===== config.mk =====
export PLATFORM = sky130hd
export DESIGN_NAME = xbus_arbiter
export DESIGN_NICKNAME = d
export VERILOG_FILES = /design/src/rtl/xbus_arbiter_pkg.sv /design/src/rtl/xbus_arbiter_rr_arb2.sv /design/src/rtl/xbus_arbiter.sv
export SDC_FILE = /design/constraint.sdc
export NUM_CORES = 1
export LEC_CHECK = 0
export CORE_AREA = 3 3 122 124
export DETAILED_ROUTE_END_ITERATION = 10
export DIE_AREA = 0 0 125 127
export GPL_TIMING_DRIVEN = 0
export MAX_ROUTING_LAYER = met4
export PLACE_DENSITY = 0.6
export SYNTH_ARGS = -nofsm -noshare
export SYNTH_HDL_FRONTEND = slang
export SYNTH_SLANG_ARGS = --single-unit

===== constraint.sdc =====
create_clock -name clk -period 1.6 [get_ports clk]
set_input_delay 0.16 -clock clk [delete_from_list [all_inputs] [get_ports clk]]
set_output_delay 0.16 -clock clk [all_outputs]
set_load 0.005 [all_outputs]

===== src/rtl/xbus_arbiter_pkg.sv =====
// Shared xbus widths, master ids and the RAM window check.
// Imported by the arbiter top and its round-robin picker.
package xbus_arbiter_pkg;

    localparam int XADDRW  = 32;
    localparam int XDATAW  = 32;
    localparam int XBYTEC  = 4;
    localparam int BYTEW   = 8;
    localparam int XWORDSH = 2;

    typedef enum logic {
        M0 = 1'b0,
        M1 = 1'b1
    } mst_e;

    // Unsigned subtract also rejects addresses below base.
    function automatic logic in_window(
        input logic [XADDRW-1:0] addr,
        input logic [XADDRW-1:0] base,
        input logic [XADDRW-1:0] size
    );
        return (addr - base) < size;
    endfunction

endpackage


===== src/rtl/xbus_arbiter_rr_arb2.sv =====
// Two-way round-robin picker.
// The last register points at the most recent winner.
module rr_arb2
    import xbus_arbiter_pkg::*;
(
    input  logic       clk,
    input  logic       rst_n,
    input  logic [1:0] req_i,
    output logic [1:0] gnt_o
);

    mst_e last_q;
    mst_e last_d;

    always_comb begin
        gnt_o = 2'b00;
        if (!rst_n) begin
            gnt_o = 2'b00;
        end else if (req_i == 2'b11) begin
            gnt_o = (last_q == M1) ? 2'b01 : 2'b10;
        end else begin
            gnt_o = req_i;
        end
    end

    always_comb begin
        last_d = last_q;
        if (gnt_o[1]) begin
            last_d = M1;
        end else if (gnt_o[0]) begin
            last_d = M0;
        end
    end

    always_ff @(posedge clk or negedge rst_n) begin
        if (!rst_n) begin
            last_q <= M1;
        end else begin
            last_q <= last_d;
        end
    end

endmodule


===== src/rtl/xbus_arbiter.sv =====
// Shares one synchronous-read xbus RAM between fetch (m0) and load/store (m1).
// Out-of-window accesses get an error response and never reach the RAM.
module xbus_arbiter
    import xbus_arbiter_pkg::*;
#(
    parameter logic [XADDRW-1:0] BASE  = 32'h0000_0000,
    parameter int                DEPTH = 1024
) (
    input  logic              clk,
    input  logic              rst_n,

    input  logic              m0_req,
    input  logic              m0_we,
    input  logic [XBYTEC-1:0] m0_be,
    input  logic [XADDRW-1:0] m0_addr,
    input  logic [XDATAW-1:0] m0_wdata,
    output logic              m0_gnt,
    output logic              m0_rvalid,
    output logic              m0_err,
    output logic [XDATAW-1:0] m0_rdata,

    input  logic              m1_req,
    input  logic              m1_we,
    input  logic [XBYTEC-1:0] m1_be,
    input  logic [XADDRW-1:0] m1_addr,
    input  logic [XDATAW-1:0] m1_wdata,
    output logic              m1_gnt,
    output logic              m1_rvalid,
    output logic              m1_err,
    output logic [XDATAW-1:0] m1_rdata,

    output logic              xbus_cs,
    output logic              xbus_we,
    output logic [XBYTEC-1:0] xbus_be,
    output logic [XADDRW-1:0] xbus_addr,
    output logic [XDATAW-1:0] xbus_wdata,
    input  logic [XDATAW-1:0] xbus_rdata
);

    localparam logic [XADDRW-1:0] WIN_SZ = XADDRW'(DEPTH) << XWORDSH;

    logic [1:0]        gnt;
    logic              any_gnt;
    mst_e              win;
    logic              sel_we;
    logic [XBYTEC-1:0] sel_be;
    logic [XADDRW-1:0] sel_addr;
    logic [XDATAW-1:0] sel_wdata;
    logic              in_win;

    logic rsp_vld_q, rsp_vld_d;
    mst_e rsp_sel_q, rsp_sel_d;
    logic rsp_err_q, rsp_err_d;

    rr_arb2 u_arb (
        .clk   (clk),
        .rst_n (rst_n),
        .req_i ({m1_req, m0_req}),
        .gnt_o (gnt)
    );

    assign any_gnt = |gnt;
    assign win     = gnt[1] ? M1 : M0;
    assign m0_gnt  = gnt[0];
    assign m1_gnt  = gnt[1];

    // Idle cycles fall through to m0, so no separate idle mux leg.
    always_comb begin
        sel_we    = m0_we;
        sel_be    = m0_be;
        sel_addr  = m0_addr;
        sel_wdata = m0_wdata;
        if (win == M1) begin
            sel_we    = m1_we;
            sel_be    = m1_be;
            sel_addr  = m1_addr;
            sel_wdata = m1_wdata;
        end
    end

    assign in_win     = in_window(sel_addr, BASE, WIN_SZ);
    assign xbus_cs    = any_gnt & in_win;
    assign xbus_we    = sel_we;
    assign xbus_be    = sel_we ? sel_be : '0;
    assign xbus_addr  = sel_addr;
    assign xbus_wdata = sel_wdata;

    always_comb begin
        rsp_vld_d = any_gnt;
        rsp_sel_d = win;
        rsp_err_d = any_gnt & ~in_win;
    end

    always_ff @(posedge clk or negedge rst_n) begin
        if (!rst_n) begin
            rsp_vld_q <= 1'b0;
            rsp_sel_q <= M0;
            rsp_err_q <= 1'b0;
        end else begin
            rsp_vld_q <= rsp_vld_d;
            rsp_sel_q <= rsp_sel_d;
            rsp_err_q <= rsp_err_d;
        end
    end

    assign m0_rvalid = rsp_vld_q & (rsp_sel_q == M0);
    assign m1_rvalid = rsp_vld_q & (rsp_sel_q == M1);
    assign m0_err    = m0_rvalid & rsp_err_q;
    assign m1_err    = m1_rvalid & rsp_err_q;
    assign m0_rdata  = (m0_rvalid & ~rsp_err_q) ? xbus_rdata : '0;
    assign m1_rdata  = (m1_rvalid & ~rsp_err_q) ? xbus_rdata : '0;

endmodule

# Word level (Yosys, flattened, before mapping)
# Index checks and enable logic that the tools add are counted.
[word_totals]
register_bits = 4
in_bits = 174
output_inout_bits = 140
word_cells = 32
[classes]
n_lt_le_gt_ge = 1
n_eq_ne = 1
mux = 13
bitwise_logic = 11
n_reduce_logical = 2
[ops]
columns = ["op", "count"]
rows = [
  ["two-way mux 32 bit", 4],
  ["< comparator 32 x 13 -> 1 bit (second input constant)", 1],
  ["bitwise AND 1 bit", 8],
  ["two-way mux 4 bit", 2],
  ["two-way mux 2 bit", 3],
  ["two-way mux 1 bit", 4],
  ["NOT 1 bit", 3],
  ["== test 2 bit (second input constant)", 1],
  ["nonzero test 2 bit", 1],
  ["OR reduction 2 bit", 1],
]

# Longest topological paths before layout
# Gate-level depths: netlist of the first run.
[depth]
depth_word = 8
depth_mapped = 8
ltp_nobuf = 5

# Hierarchy
# Synthesis of the first run repeated with hierarchy kept, for this count alone.
[unflattened]
cells_unflattened = 194
area_unflattened_um2 = 1595.3
[modules_own_cells]
columns = ["mod", "instances", "cells_each", "area_each_um2", "seq_area_each_um2"]
rows = [
  ["xbus_arbiter", 1, 185, 1525.2, 75.1],
  ["rr_arb2", 1, 9, 70.1, 26.3],
]

# Worst setup path after synthesis of the first run
# Ideal clock, no wire load.
[synth_path]
path_kind = "flip-flop to output port"
from = "register u_arb.last_q"
to = "output xbus_addr[14]"
arrival_ns = 1.321
t_required_ns = 1.440
setup_slack_ns = 0.119
stages_incl_launch_ff = 9
path_buffers = 3
path_cell_list = "dfstp_2 -> and2_4 -> or2_1 -> buf_6 -> clkinv_2 -> buf_6 -> buf_6 -> nand2_1 -> nand2_1"
[synth_between]
elab_chain_len = 5
[synth_lines]
columns = ["item", "line", "rtl"]
rows = [
  ["start, declared", "xbus_arbiter_rr_arb2.sv:12", "mst_e last_q;"],
  ["start signal, assigned", "xbus_arbiter_rr_arb2.sv:39", "last_q <= last_d;"],
  ["two-way mux 2 bit", "xbus_arbiter_rr_arb2.sv:20", "gnt_o = (last_q == M1) ? 2'b01 : 2'b10;"],
  ["two-way mux 2 bit", "xbus_arbiter_rr_arb2.sv:19", "end else if (req_i == 2'b11) begin"],
  ["two-way mux 2 bit", "xbus_arbiter_rr_arb2.sv:17", "if (!rst_n) begin"],
  ["two-way mux 1 bit", "xbus_arbiter.sv:63", "assign win = gnt[1] ? M1 : M0;"],
  ["two-way mux 32 bit", "xbus_arbiter.sv:73", "if (win == M1) begin"],
  ["end, declared", "xbus_arbiter.sv:35", "output logic [XADDRW-1:0] xbus_addr,"],
]
# No other way between the ends.

# Worst setup path in the final report of the first run
[layout_path]
from = "register u_arb.last_q"
to = "output xbus_cs"
[layout_between]
elab_chain_len = 7
elab_cells_between_ends = 8
classes_between = "1 x order compare; 5 x mux; 1 x bitwise; 1 x reduce/logical"
[layout_lines]
columns = ["item", "line", "rtl"]
rows = [
  ["two-way mux 2 bit (*)", "xbus_arbiter_rr_arb2.sv:20", ""],
  ["two-way mux 2 bit (*)", "xbus_arbiter_rr_arb2.sv:19", ""],
  ["two-way mux 2 bit (*)", "xbus_arbiter_rr_arb2.sv:17", ""],
  ["two-way mux 1 bit", "xbus_arbiter.sv:63", ""],
  ["two-way mux 32 bit", "xbus_arbiter.sv:73", ""],
  ["< comparator 32 x 13 -> 1 bit", "xbus_arbiter_pkg.sv:22", "return (addr - base) < size;"],
  ["bitwise AND 1 bit (*)", "xbus_arbiter.sv:82", "assign xbus_cs = any_gnt & in_win;"],
  ["end, declared", "xbus_arbiter.sv:32", "output logic xbus_cs,"],
]
# Mark *: on every way between the ends. The rest lies on a longest branch, timed or not.

==> parameters.txt, run 1 <==
Parameter                              Value

Critical path
  Startpoint type of the worst setup path ... register
  Worst-path fanout max ... 7
  Crit. End Element ... output port
  CP Data Required Time ... 1.44 ns
  Kind of critical path ... reg2out
  Worst EP arrival ... 1.84 ns

Global route
  Maximum number of pins on one net before global-route repair ... 11
  Number of global-route vias before repair ... about 3,900
  Initial antenna violation count ... 0
  Global-route wire length before repair ... slightly above 20,000 um
  Global-route congestion overflow total ... 0
  GR Util All Layers ... approximately 16%

Power and ir drop
  Worst IR Drop VDD ... between 300 and 400 uV
  Power density normalized to cell area ... roughly 340 mW/mm^2
  Combinational fraction of design power ... about three quarters
  Relative contribution of the clock network to total power ... 18.9%
  Switching pwr ... about 700 uW
  Fraction of power spent switching nets ... between 30 and 40%
  Relative contribution of sequential cells to total power ... under 10%
  Internal Power ... around 1.5 mW
  Design Power ... 2.144 mW
  Standby leakage power ... roughly 3.2 nW

Floorplanning
  Std-Cell Rows ... 43
  Die Ht ... ~130 um
  Die ar. ... 0.01588 mm^2
  Horizontal die dimension ... about 130 um
  I/O Pins ... ~310
  Initial core utilization ... a little under an eighth
  Area of the core ... between 0.01 and 0.015 mm^2

Timing
  Unrepaired setup endpoints after global routing ... yes
  Worst slew pin tran ... roughly 0.37 ns
  Total negative slack ... -30.24 ns
  Max transition margin ... between 70% and 80%
  Final setup fails ... 130
  Achievable Freq ... approximately 500 MHz
  Final-layout worst hold slack ... 0.09171 ns
  Final critical-path required period ... about 2 ns
  Number of endpoints with negative hold slack in the final report ... 0
  Final worst path period share ... 125.1%
  Setup clock skew after layout ... slightly below 0.0008 ns
  Final max-slew violation count ... 0
  Post-route setup slack ... -0.4021 ns

Clock network
  Total CTS buffers ... 3
  Clock root buffer ... sky130_fd_sc_hd__clkbuf_16
  CTS sink cnt ... 4
  TritonCTS clock tree ... yes
  Register clock-pin slew on the reported worst setup and hold paths ... roughly 0.03 ns
  Clock network latency to the later pin of the worst-skew pair ... 0.23 ns
  Maximum level of the CTS H-tree ... 1
  Clock Path Buffers ... 2

Detailed routing
  Number of nets still failing antenna checks after routing ... 0
  Wire length per cell after detailed routing ... around 16 um
  Met2 WL ... 8125 um
  Wire length on met3 ... about 930 um
  Violation count after the first detailed-route iteration ... 71
  Routed length on met1 ... about 5200 um
  DRT Wirelength ... 14,530 um
  Routed vias/inst ... between 4 and 5
  Number of iterations in the first detailed-routing pass ... 4
  Detailed-route DRC error count ... 0
  Highest metal layer with signal wires ... met4
  Via total after detailed routing ... 3,719

Synth
  Number of warnings issued by yosys ... 0
  XOR/XNOR Fraction of Synth Area ... 0%
  Area fraction in compound gates after synthesis ... about 5.1%
  Area fraction in and, or, nand and nor cells after synthesis ... 79.85%
  Post-Synth Adder-Cell Area ... 0%
  Dominant combinational cell family by area after synthesis ... simple AND/OR/NAND/NOR gates
  Fraction of synthesized area in multiplexers ... 0.6178%
  Syn Std Cell Area ... around 0.0016 mm^2
  Syn avg cell area ... around 4.9 um^2
  Yosys reg bits ... 4
  Number of cells produced by synthesis ... 329
  Count of unique library cells instantiated by Yosys ... 23
  Part of the Yosys area used for sequential elements ... 6.255%
  Post-synthesis net count ... around 500

Finish
  Share of the core filled with cells ... a little under half
  Area growth from synthesis to final layout ... 287.0%
  Most frequent standard cell in the layout excluding fill and tap cells ... sky130_fd_sc_hd__clkdlybuf4s50_1
  Share of cells above drive strength 1 ... 53.75%
  Top library cells by usage in the layout, fill and taps aside ... 169 x sky130_fd_sc_hd__clkdlybuf4s50_1, 122 x sky130_fd_sc_hd__nand2_1, 110 x sky130_fd_sc_hd__buf_6
  Fill cell instance count of the final layout ... 1,382
  Final antenna diode count ... 0
  Number of nets at the end of the flow ... 895

Placed design
  Quantity of I/O buffers inserted on ports ... approximately 310
  Minimum setup slack after placement ... -1.101 ns
  Routability congestion estimate from global placement ... just under 0.9
  DPL Wire Length ... 10,780 um

Run status
  Violated checks ... setup timing
  Status ... complete, but fails checks

Min path
  Class of the tightest hold or removal check ... in2async

Job
  Count of max-cap constraint violations ... 0
-- synth_stat cells, drive strengths merged --
cell / count / area [um^2]
a21oi: 6 / 30.03
nor4: 9 / 56.30
o211ai: 1 / 7.510
clkbuf: 10 / 37.54
nor2b: 2 / 12.51
mux2i: 1 / 10.01
o21ai: 3 / 15.01
clkinv: 1 / 5.000
and2: 67 / 421.7
inv: 3 / 11.26
or2: 1 / 6.260
and2b: 1 / 7.510
buf: 11 / 78.82
nand2: 204 / 765.7
o2111ai: 1 / 8.760
or4: 1 / 11.26
dfstp: 1 / 26.28
o31ai: 1 / 21.27
and3: 2 / 12.51
dfrtp: 3 / 75.07
-- per-stage QoR --
step | area, um^2 | std cells
final | 6271 | 900
after global routing | 6271 | 900
after CTS | 5639 | 876
after detailed placement | 4979 | 822
after global placement | 4979 | 822
after floorplan | 1620 | 329
-- state kept, by name, indices dropped and copies added, names as in the netlist --
name          flops
rsp_vld_q         1
rsp_err_q         1
rsp_sel_q         1
u_arb.last_q      1
-- final timing paths --
check	slack, ns	end	depth (start not counted)	start
max	-0.40	xbus_cs	7	u_arb.last_q
min	0.09	u_arb.last_q	1	rst_n
max reg2reg	0.07	rsp_sel_q	7	u_arb.last_q
min reg2reg	0.51	u_arb.last_q	2	u_arb.last_q
max in group asynchronous	0.92	rsp_err_q	2	rst_n
min in group clk	0.46	rsp_err_q	3	rst_n
-- final cells by class --
type / count / area [um^2] / share of cell area [%]
multi-input combinational: 300 / 1883 / 30.03
inverter: 4 / 27.53 / 0.4389
sequential: 4 / 101.3 / 1.616
clock buffer: 4 / 78.83 / 1.257
tap: 180 / 225.2 / 3.591
buffer: 14 / 232.7 / 3.711
timing repair buffer: 394 / 3722 / 59.36
-- routing by layer --
layer	global-route usage, %	vias to the layer above
li1	-	1795
met1	17.02	1695
met2	32.24	211
met3	2.885	18
met4	4.145	0
met5	-	-
-- worst max-delay path: stages, from the launching register on --
cell	delay, ns
sky130_fd_sc_hd__dfstp_2	0.36
sky130_fd_sc_hd__and2_4	0.15
sky130_fd_sc_hd__or2_4	0.23
sky130_fd_sc_hd__buf_12	0.15
sky130_fd_sc_hd__buf_6	0.12
sky130_fd_sc_hd__o31ai_4	0.27
sky130_fd_sc_hd__and3_4	0.23
sky130_fd_sc_hd__buf_6	0.09
-- cells by family after synthesis --
kind of cell,after synthesis
multiplexers,1
AND/OR/NAND/NOR,287
AO/OA/AOI/OAI,12
buffers and inverters,25
flip-flops,4
-- repair_timing --
item | in CTS | in global routing
hold buffers | 1 | 0
setup buffers | 40 | 36
cloned | 9 | 1
gates resized for setup | 626 | 262
hold endpoints to repair | 3 | 0
endpoints found under the setup margin | 140 | 132
pin swaps | 75 | 54
-- power groups by stage --
stage          Combinational, mW  Clock, mW  Sequential (mW)
6_report                    1.62      0.406            0.119
5_1_grt                     1.73      0.417            0.121
4_1_cts                     1.43      0.412            0.119
3_5_place_dp                1.29          0            0.118
3_3_place_gp                1.28          0            0.118
2_1_floorplan              0.325          0            0.117
Note: power is estimated with default switching activity, not from simulation.
==> inputs of run 2 (changes only) <==
--- a/config.mk
+++ b/config.mk
@@ -5,6 +5,7 @@
 export SDC_FILE = /design/constraint.sdc
 export NUM_CORES = 1
 export LEC_CHECK = 0
+export ABC_CLOCK_PERIOD_IN_PS = 1600
 export CORE_AREA = 3 3 122 124
 export DETAILED_ROUTE_END_ITERATION = 10
 export DIE_AREA = 0 0 125 127
==> results of run 2 <==
Same layout as run 1: the final DEF is identical, and so are final timing and power.
==> inputs of run 3 (changes only) <==
--- a/config.mk
+++ b/config.mk
@@ -12,6 +12,7 @@
 export GPL_TIMING_DRIVEN = 0
 export MAX_ROUTING_LAYER = met4
 export PLACE_DENSITY = 0.6
+export SLEW_MARGIN = 20
 export SYNTH_ARGS = -nofsm -noshare
 export SYNTH_HDL_FRONTEND = slang
 export SYNTH_SLANG_ARGS = --single-unit
==> results of run 3 <==
Same layout as run 1: the final DEF is identical, and so are final timing and power.
